`src/rtl/vppm_arith_pkg.sv`:
```
// Shared arithmetic helpers for the VPPM receiver datapaths: per-operand
// signedness extension and saturation bounds for signed accumulators.
package vppm_arith_pkg;

  localparam int A_W_DEF   = 12;
  localparam int B_W_DEF   = 12;
  localparam int ACC_W_DEF = 32;
  localparam int CNT_W_DEF = 16;
  localparam int MAX_W     = 64;

  // Returns value (whose meaningful bits are [width-1:0]) extended by one bit,
  // as a signed quantity; callers narrow the result to width+1 bits.
  function automatic logic signed [MAX_W:0] sx_mode(input logic [MAX_W-1:0] value,
                                                    input int unsigned width,
                                                    input logic is_signed);
    logic signed [MAX_W:0] r;
    r = {1'b0, value};
    if (is_signed && value[width-1])
      r = r | ({(MAX_W+1){1'b1}} << width);
    return r;
  endfunction

  function automatic logic signed [MAX_W:0] sat_max(input int unsigned w);
    logic signed [MAX_W:0] r;
    r = '0;
    for (int i = 0; i < MAX_W + 1; i++)
      if (i < int'(w) - 1) r[i] = 1'b1;
    return r;
  endfunction

  function automatic logic signed [MAX_W:0] sat_min(input int unsigned w);
    logic signed [MAX_W:0] r;
    r = '1;
    for (int i = 0; i < MAX_W + 1; i++)
      if (i < int'(w) - 1) r[i] = 1'b0;
    return r;
  endfunction

endpackage

```
`src/rtl/vppm_mode_mult.sv`:
```
// Two-stage mode-aware multiplier: stage 1 extends each operand by its own
// signedness mode, stage 2 forms the fully signed product.
module vppm_mode_mult
  import vppm_arith_pkg::*;
#(
  parameter int A_W = A_W_DEF,
  parameter int B_W = B_W_DEF
) (
  input  logic                     clk,
  input  logic                     rst_n,
  input  logic                     clr,
  input  logic                     in_valid,
  input  logic                     in_last,
  input  logic [A_W-1:0]           a,
  input  logic [B_W-1:0]           b,
  input  logic                     a_signed,
  input  logic                     b_signed,
  output logic                     valid_o,
  output logic                     last_o,
  output logic signed [A_W+B_W+1:0] prod_o
);

  localparam int P_W = A_W + B_W + 2;

  logic               v1_q, l1_q, v2_q, l2_q;
  logic signed [A_W:0] ea_d, ea_q;
  logic signed [B_W:0] eb_d, eb_q;
  logic signed [P_W-1:0] p_d, p_q;

  always_comb begin
    ea_d = (A_W+1)'(sx_mode(MAX_W'(a), A_W, a_signed));
    eb_d = (B_W+1)'(sx_mode(MAX_W'(b), B_W, b_signed));
    // Both factors are signed and widened first so no unsigned operand ever
    // reaches the multiplier.
    p_d  = P_W'(ea_q) * P_W'(eb_q);
  end

  always_ff @(posedge clk or negedge rst_n) begin
    if (!rst_n) begin
      v1_q <= 1'b0;
      l1_q <= 1'b0;
      ea_q <= '0;
      eb_q <= '0;
      v2_q <= 1'b0;
      l2_q <= 1'b0;
      p_q  <= '0;
    end else begin
      v1_q <= in_valid & ~clr;
      l1_q <= in_last;
      ea_q <= ea_d;
      eb_q <= eb_d;
      v2_q <= v1_q & ~clr;
      l2_q <= l1_q;
      p_q  <= p_d;
    end
  end

  assign valid_o = v2_q;
  assign last_o  = l2_q;
  assign prod_o  = p_q;

endmodule

```
`src/rtl/vppm_mac_acc.sv`:
```
// Pipelined multiply-accumulate with per-frame saturated sum, sample count and
// sticky overflow flag, published one cycle after the frame's last product.
module vppm_mac_acc
  import vppm_arith_pkg::*;
#(
  parameter int A_W   = A_W_DEF,
  parameter int B_W   = B_W_DEF,
  parameter int ACC_W = ACC_W_DEF,
  parameter int CNT_W = CNT_W_DEF
) (
  input  logic             clk,
  input  logic             rst_n,
  input  logic             clr,
  input  logic             in_valid,
  input  logic             in_last,
  input  logic [A_W-1:0]   a,
  input  logic [B_W-1:0]   b,
  input  logic             a_signed,
  input  logic             b_signed,
  output logic             out_valid,
  output logic [ACC_W-1:0] out_acc,
  output logic [CNT_W-1:0] out_count,
  output logic             out_sat
);

  localparam int P_W = A_W + B_W + 2;
  localparam logic signed [ACC_W:0] SUM_MAX = (ACC_W+1)'(sat_max(ACC_W));
  localparam logic signed [ACC_W:0] SUM_MIN = (ACC_W+1)'(sat_min(ACC_W));

  generate
    if (ACC_W < A_W + B_W + 2) begin : g_width_check
      $error("vppm_mac_acc: ACC_W must be >= A_W+B_W+2");
    end
  endgenerate

  logic                  p_valid, p_last;
  logic signed [P_W-1:0] p;

  vppm_mode_mult #(.A_W(A_W), .B_W(B_W)) u_mult (
    .clk      (clk),
    .rst_n    (rst_n),
    .clr      (clr),
    .in_valid (in_valid),
    .in_last  (in_last),
    .a        (a),
    .b        (b),
    .a_signed (a_signed),
    .b_signed (b_signed),
    .valid_o  (p_valid),
    .last_o   (p_last),
    .prod_o   (p)
  );

  logic signed [ACC_W-1:0] acc_q, acc_d;
  logic [CNT_W-1:0]        cnt_q, cnt_d;
  logic                    sat_q, clamp_hit;
  logic signed [ACC_W:0]   sum;
  logic                    out_valid_q, out_sat_q;
  logic [ACC_W-1:0]        out_acc_q;
  logic [CNT_W-1:0]        out_count_q;

  always_comb begin
    sum       = (ACC_W+1)'(acc_q) + (ACC_W+1)'(p);
    clamp_hit = 1'b0;
    acc_d     = sum[ACC_W-1:0];
    if (sum > SUM_MAX) begin
      acc_d     = SUM_MAX[ACC_W-1:0];
      clamp_hit = 1'b1;
    end else if (sum < SUM_MIN) begin
      acc_d     = SUM_MIN[ACC_W-1:0];
      clamp_hit = 1'b1;
    end
    cnt_d = (&cnt_q) ? cnt_q : cnt_q + 1'b1;
  end

  // clr takes priority over a product arriving in the same cycle, so a frame
  // in flight is discarded without a publish.
  always_ff @(posedge clk or negedge rst_n) begin
    if (!rst_n) begin
      acc_q       <= '0;
      cnt_q       <= '0;
      sat_q       <= 1'b0;
      out_valid_q <= 1'b0;
      out_acc_q   <= '0;
      out_count_q <= '0;
      out_sat_q   <= 1'b0;
    end else begin
      out_valid_q <= 1'b0;
      if (clr) begin
        acc_q <= '0;
        cnt_q <= '0;
        sat_q <= 1'b0;
      end else if (p_valid) begin
        if (p_last) begin
          out_valid_q <= 1'b1;
          out_acc_q   <= acc_d;
          out_count_q <= cnt_d;
          out_sat_q   <= sat_q | clamp_hit;
          acc_q       <= '0;
          cnt_q       <= '0;
          sat_q       <= 1'b0;
        end else begin
          acc_q <= acc_d;
          cnt_q <= cnt_d;
          sat_q <= sat_q | clamp_hit;
        end
      end
    end
  end

  assign out_valid = out_valid_q;
  assign out_acc   = out_acc_q;
  assign out_count = out_count_q;
  assign out_sat   = out_sat_q;

endmodule

```
`config.mk`:
```
export PLATFORM = sky130hd
export DESIGN_NAME = vppm_mac_acc
export DESIGN_NICKNAME = d
export VERILOG_FILES = /design/src/rtl/vppm_arith_pkg.sv /design/src/rtl/vppm_mode_mult.sv /design/src/rtl/vppm_mac_acc.sv
export SDC_FILE = /design/constraint.sdc
export NUM_CORES = 1
export LEC_CHECK = 0
export ABC_AREA = 1
export CAP_MARGIN = 20
export CORE_AREA = 2 2 181 183
export CTS_CLUSTER_DIAMETER = 200
export DETAILED_ROUTE_END_ITERATION = 8
export DIE_AREA = 0 0 183 185
export PLACE_DENSITY = 0.75
export SLEW_MARGIN = 20
export SYNTH_ARGS = -nofsm -noshare
export SYNTH_HDL_FRONTEND = slang
export SYNTH_SLANG_ARGS = --single-unit
```
`constraint.sdc`:
```
create_clock -name clk -period 8 [get_ports clk]
set_input_delay 2 -clock clk [delete_from_list [all_inputs] [get_ports clk]]
set_output_delay 2 -clock clk [all_outputs]
set_load 0.01 [all_outputs]
```
==> metrics <==
ANT cells 0; die area 33900 sq um; Num CTS Buffers 17; via/cell ratio 4.88; via count 11200; Crit Path Category reg2reg; worst hold path class reg2reg; endpoints failing setup 0; Core Util, Final 50.6%; R2R Path Start u_mult.eb_q[1]; Area Overhead vs Synth 11.6%; worst path required time 8.33 ns; Initial Util a little under half; Critical Path Max Stage Delay 0.64 ns; Arr. time, crit path 6.12 ns; GRT Total Usage 21.1%; status complete, no violations; Final GP Congestion 0.909; largest net degree at the start of global routing 80; CTS resizes 0; Crit path buffers/inverters 5; # rows 66; first-pass GRT wire length approximately 57 mm; initial antenna violation count 0; Worst-Skew Late Latency 0.46 ns; DRC viols 0; post-DP HPWL 26.0 mm; Max VDD drop 0.000286 V; Port Buffer Count 80; post-synth cell types 38; leakage power 9.21 nW; Worst-Margin Slew roughly 0.98 ns; Pwr Total 5.89 mW; post-route ant nets 0; Pre-Repair DR Iteration Count 5; Final Max Tran Viols 0; normalized max-slew margin 35.0%; WL/cell 14.3 microns; CP Max Fanout 13; dpl ws between 2 and 2.5 ns; grt total ovfl 0; setup ws final 2.21 ns; synthesized net count 2123; Post-Syn Instances 1829; Post-Syn Area 14500 sq um; Root Driver clkbuf_16; CTS clock-pin slew for the worst setup and hold paths around 0.070 ns; dpl cells 2271; Fin. Hold Viols 0; Tmin final 5.79 ns; CP max-delay cell dfrtp_1; Crit. End Element flop; die width 183 microns; Critical Path Start u_mult.eb_q[1]; mean area per synthesized cell 7.95 sq um; Final nets 2176; RSZ-0062 raised after global routing false; total wire length between 30 and 40 mm; CTS tree done; io pins 81; Yosys warnings 0; Setup TNS Final 0 ns; placeable core area approximately 32000 sq um; max_cap viols 0; fillers around 3000; final cell count without fillers 2303; crit-path leading delay family adder cells; Peak Freq between 150 and 200 MHz; vias in the first global route 11900; Cell Pwr Density 363 nW/um^2; worst-case clock skew around 0.013 ns; Setup Fix Bufs, Post-CTS 0; die height 185 microns; Max Root-Sink Buffers 2; Seq/Total Area, Yosys 26.7%; clock sinks 155; initial DRC count between 600 and 700; CP cell instances nand2_1 -> fa_1 -> inv_1 -> fa_1 -> inv_1 -> fa_1 -> inv_1 -> fa_1 -> inv_1 -> fa_1 -> inv_1 -> ha_1 -> ha_1 -> a21oi_1 -> o21ai_0 -> a21oi_1 -> nand2_1 -> nand4_1 -> nand2_1 -> xor2_1; Hold Startpoint u_mult.l1_q; depth of the CTS H-tree 4; FF+latch count, synth 155; share of layout cells above drive strength 1 between 5 and 6%; crit start category flop; fin crit share 72.4%; hold buffer count at cts 0
[cell families (layout without fill, tap and decap cells)]
kind of cell | Yosys count | after routing | share of synthesized area, %
simple gates | 821 | 821 | 23.0
buf+inv | 422 | 488 | 11.7
fa+ha+maj | 263 | 263 | 31.0
flops | 155 | 155 | 26.7
compound gates | 115 | 115 | 4.45
xor+xnor | 53 | 53 | 3.19
[metrics by stage]
step / cell area (sq um) / hold slack (ns)
2_1_floorplan: 14500 / 0.331
3_3_place_gp: 15600 / 0.336
3_5_place_dp: 15600 / 0.335
4_1_cts: 16200 / 0.352
5_1_grt: 16200 / 0.359
6_report: 16200 / 0.352
[layout by cell type, fill, tap and decap left out, types with 5 or more instances in the layout]
master	instances
nand2_1	633
inv_1	370
fa_1	163
dfrtp_1	155
ha_1	100
clkdlybuf4s50_1	79
nor2_1	73
nand2_2	52
a21oi_1	48
xor2_1	39
o21ai_0	34
nand3_1	31
clkbuf_16	17
xnor2_1	14
o21bai_1	12
o22ai_1	11
nand4_1	7
nor3_1	6
clkinv_8	6
or2_2	5
buf_4	5
[state kept, by name, summed over array words and instances (netlist names), 13 cells and up]
register,cells
cnt_q,16
acc_q,32
u_mult.prod_o,26
u_mult.eb_q,13
out_count,16
out_acc,32
u_mult.ea_q,13
[final cells by class]
| type | instances | area, sq um | area share [%] |
|---|---|---|---|
| tap | 408 | 510 | 3.15 |
| sequential | 155 | 3880 | 23.9 |
| inverter | 371 | 1390 | 8.58 |
| clock buffer | 17 | 425 | 2.62 |
| timing repair buffer | 85 | 840 | 5.17 |
| clock inverter | 15 | 201 | 1.24 |
| multi-input combinational | 1252 | 8980 | 55.3 |
[worst paths after layout]
path	to	slack [ns]	cells past startpoint
min reg2reg	u_mult.last_o	0.35	0
max	u_mult.prod_o[25]	2.21	20
max in group asynchronous	out_count[6]	4.97	2
min	u_mult.last_o	0.35	0
min in group asynchronous	out_valid	1.57	1
max reg2reg	u_mult.prod_o[25]	2.21	20
[layer usage]
metal / vias to the layer above / track usage (%) / routed length (microns)
li1: 5511 / - / -
met1: 5424 / 25.9 / 14400
met2: 248 / 38.1 / 16500
met3: 56 / 3.50 / 1260
met4: 0 / 6.75 / 748
met5: - / 0 / 0
[cells in the mapped netlist]
cell | number | area, sq um
nand2_1 | 633 | 2380
inv_1 | 370 | 1390
fa_1 | 163 | 3260
dfrtp_1 | 155 | 3880
ha_1 | 100 | 1250
nor2_1 | 74 | 278
nand2_2 | 52 | 325
a21oi_1 | 48 | 240
xor2_1 | 39 | 342
clkbuf_1 | 34 | 128
o21ai_0 | 34 | 170
nand3_1 | 31 | 155
xnor2_1 | 14 | 123
o21bai_1 | 12 | 90.1
o22ai_1 | 11 | 68.8
nand4_1 | 7 | 43.8
nor3_1 | 7 | 35.0
buf_6 | 6 | 67.6
buf_4 | 5 | 37.5
clkbuf_8 | 5 | 68.8
or2_2 | 5 | 31.3
nor2_2 | 3 | 18.8
a21oi_2 | 2 | 17.5
a31oi_1 | 2 | 12.5
nand2_4 | 2 | 22.5
nand3b_1 | 2 | 15.0
o21a_1 | 2 | 15.0
a21boi_0 | 1 | 7.51
a21o_1 | 1 | 7.51
a22o_1 | 1 | 8.76
and2_1 | 1 | 6.26
clkinv_1 | 1 | 3.75
dlygate4sd1_1 | 1 | 8.76
nand3_2 | 1 | 10.0
nor3_2 | 1 | 10.0
nor4_1 | 1 | 6.26
o32ai_1 | 1 | 8.76
or2_1 | 1 | 6.26
[power by group]
group | internal (mW) | total, mW | leakage [nW] | switching [mW]
combinational | 1.59 | 3.91 | 6.93 | 2.32
clock | 0.451 | 0.847 | 0.299 | 0.396
sequential | 1.00 | 1.13 | 1.98 | 0.126
total | 3.05 | 5.89 | 9.21 | 2.84
No activity file was read; power rests on OpenSTA's default activity.
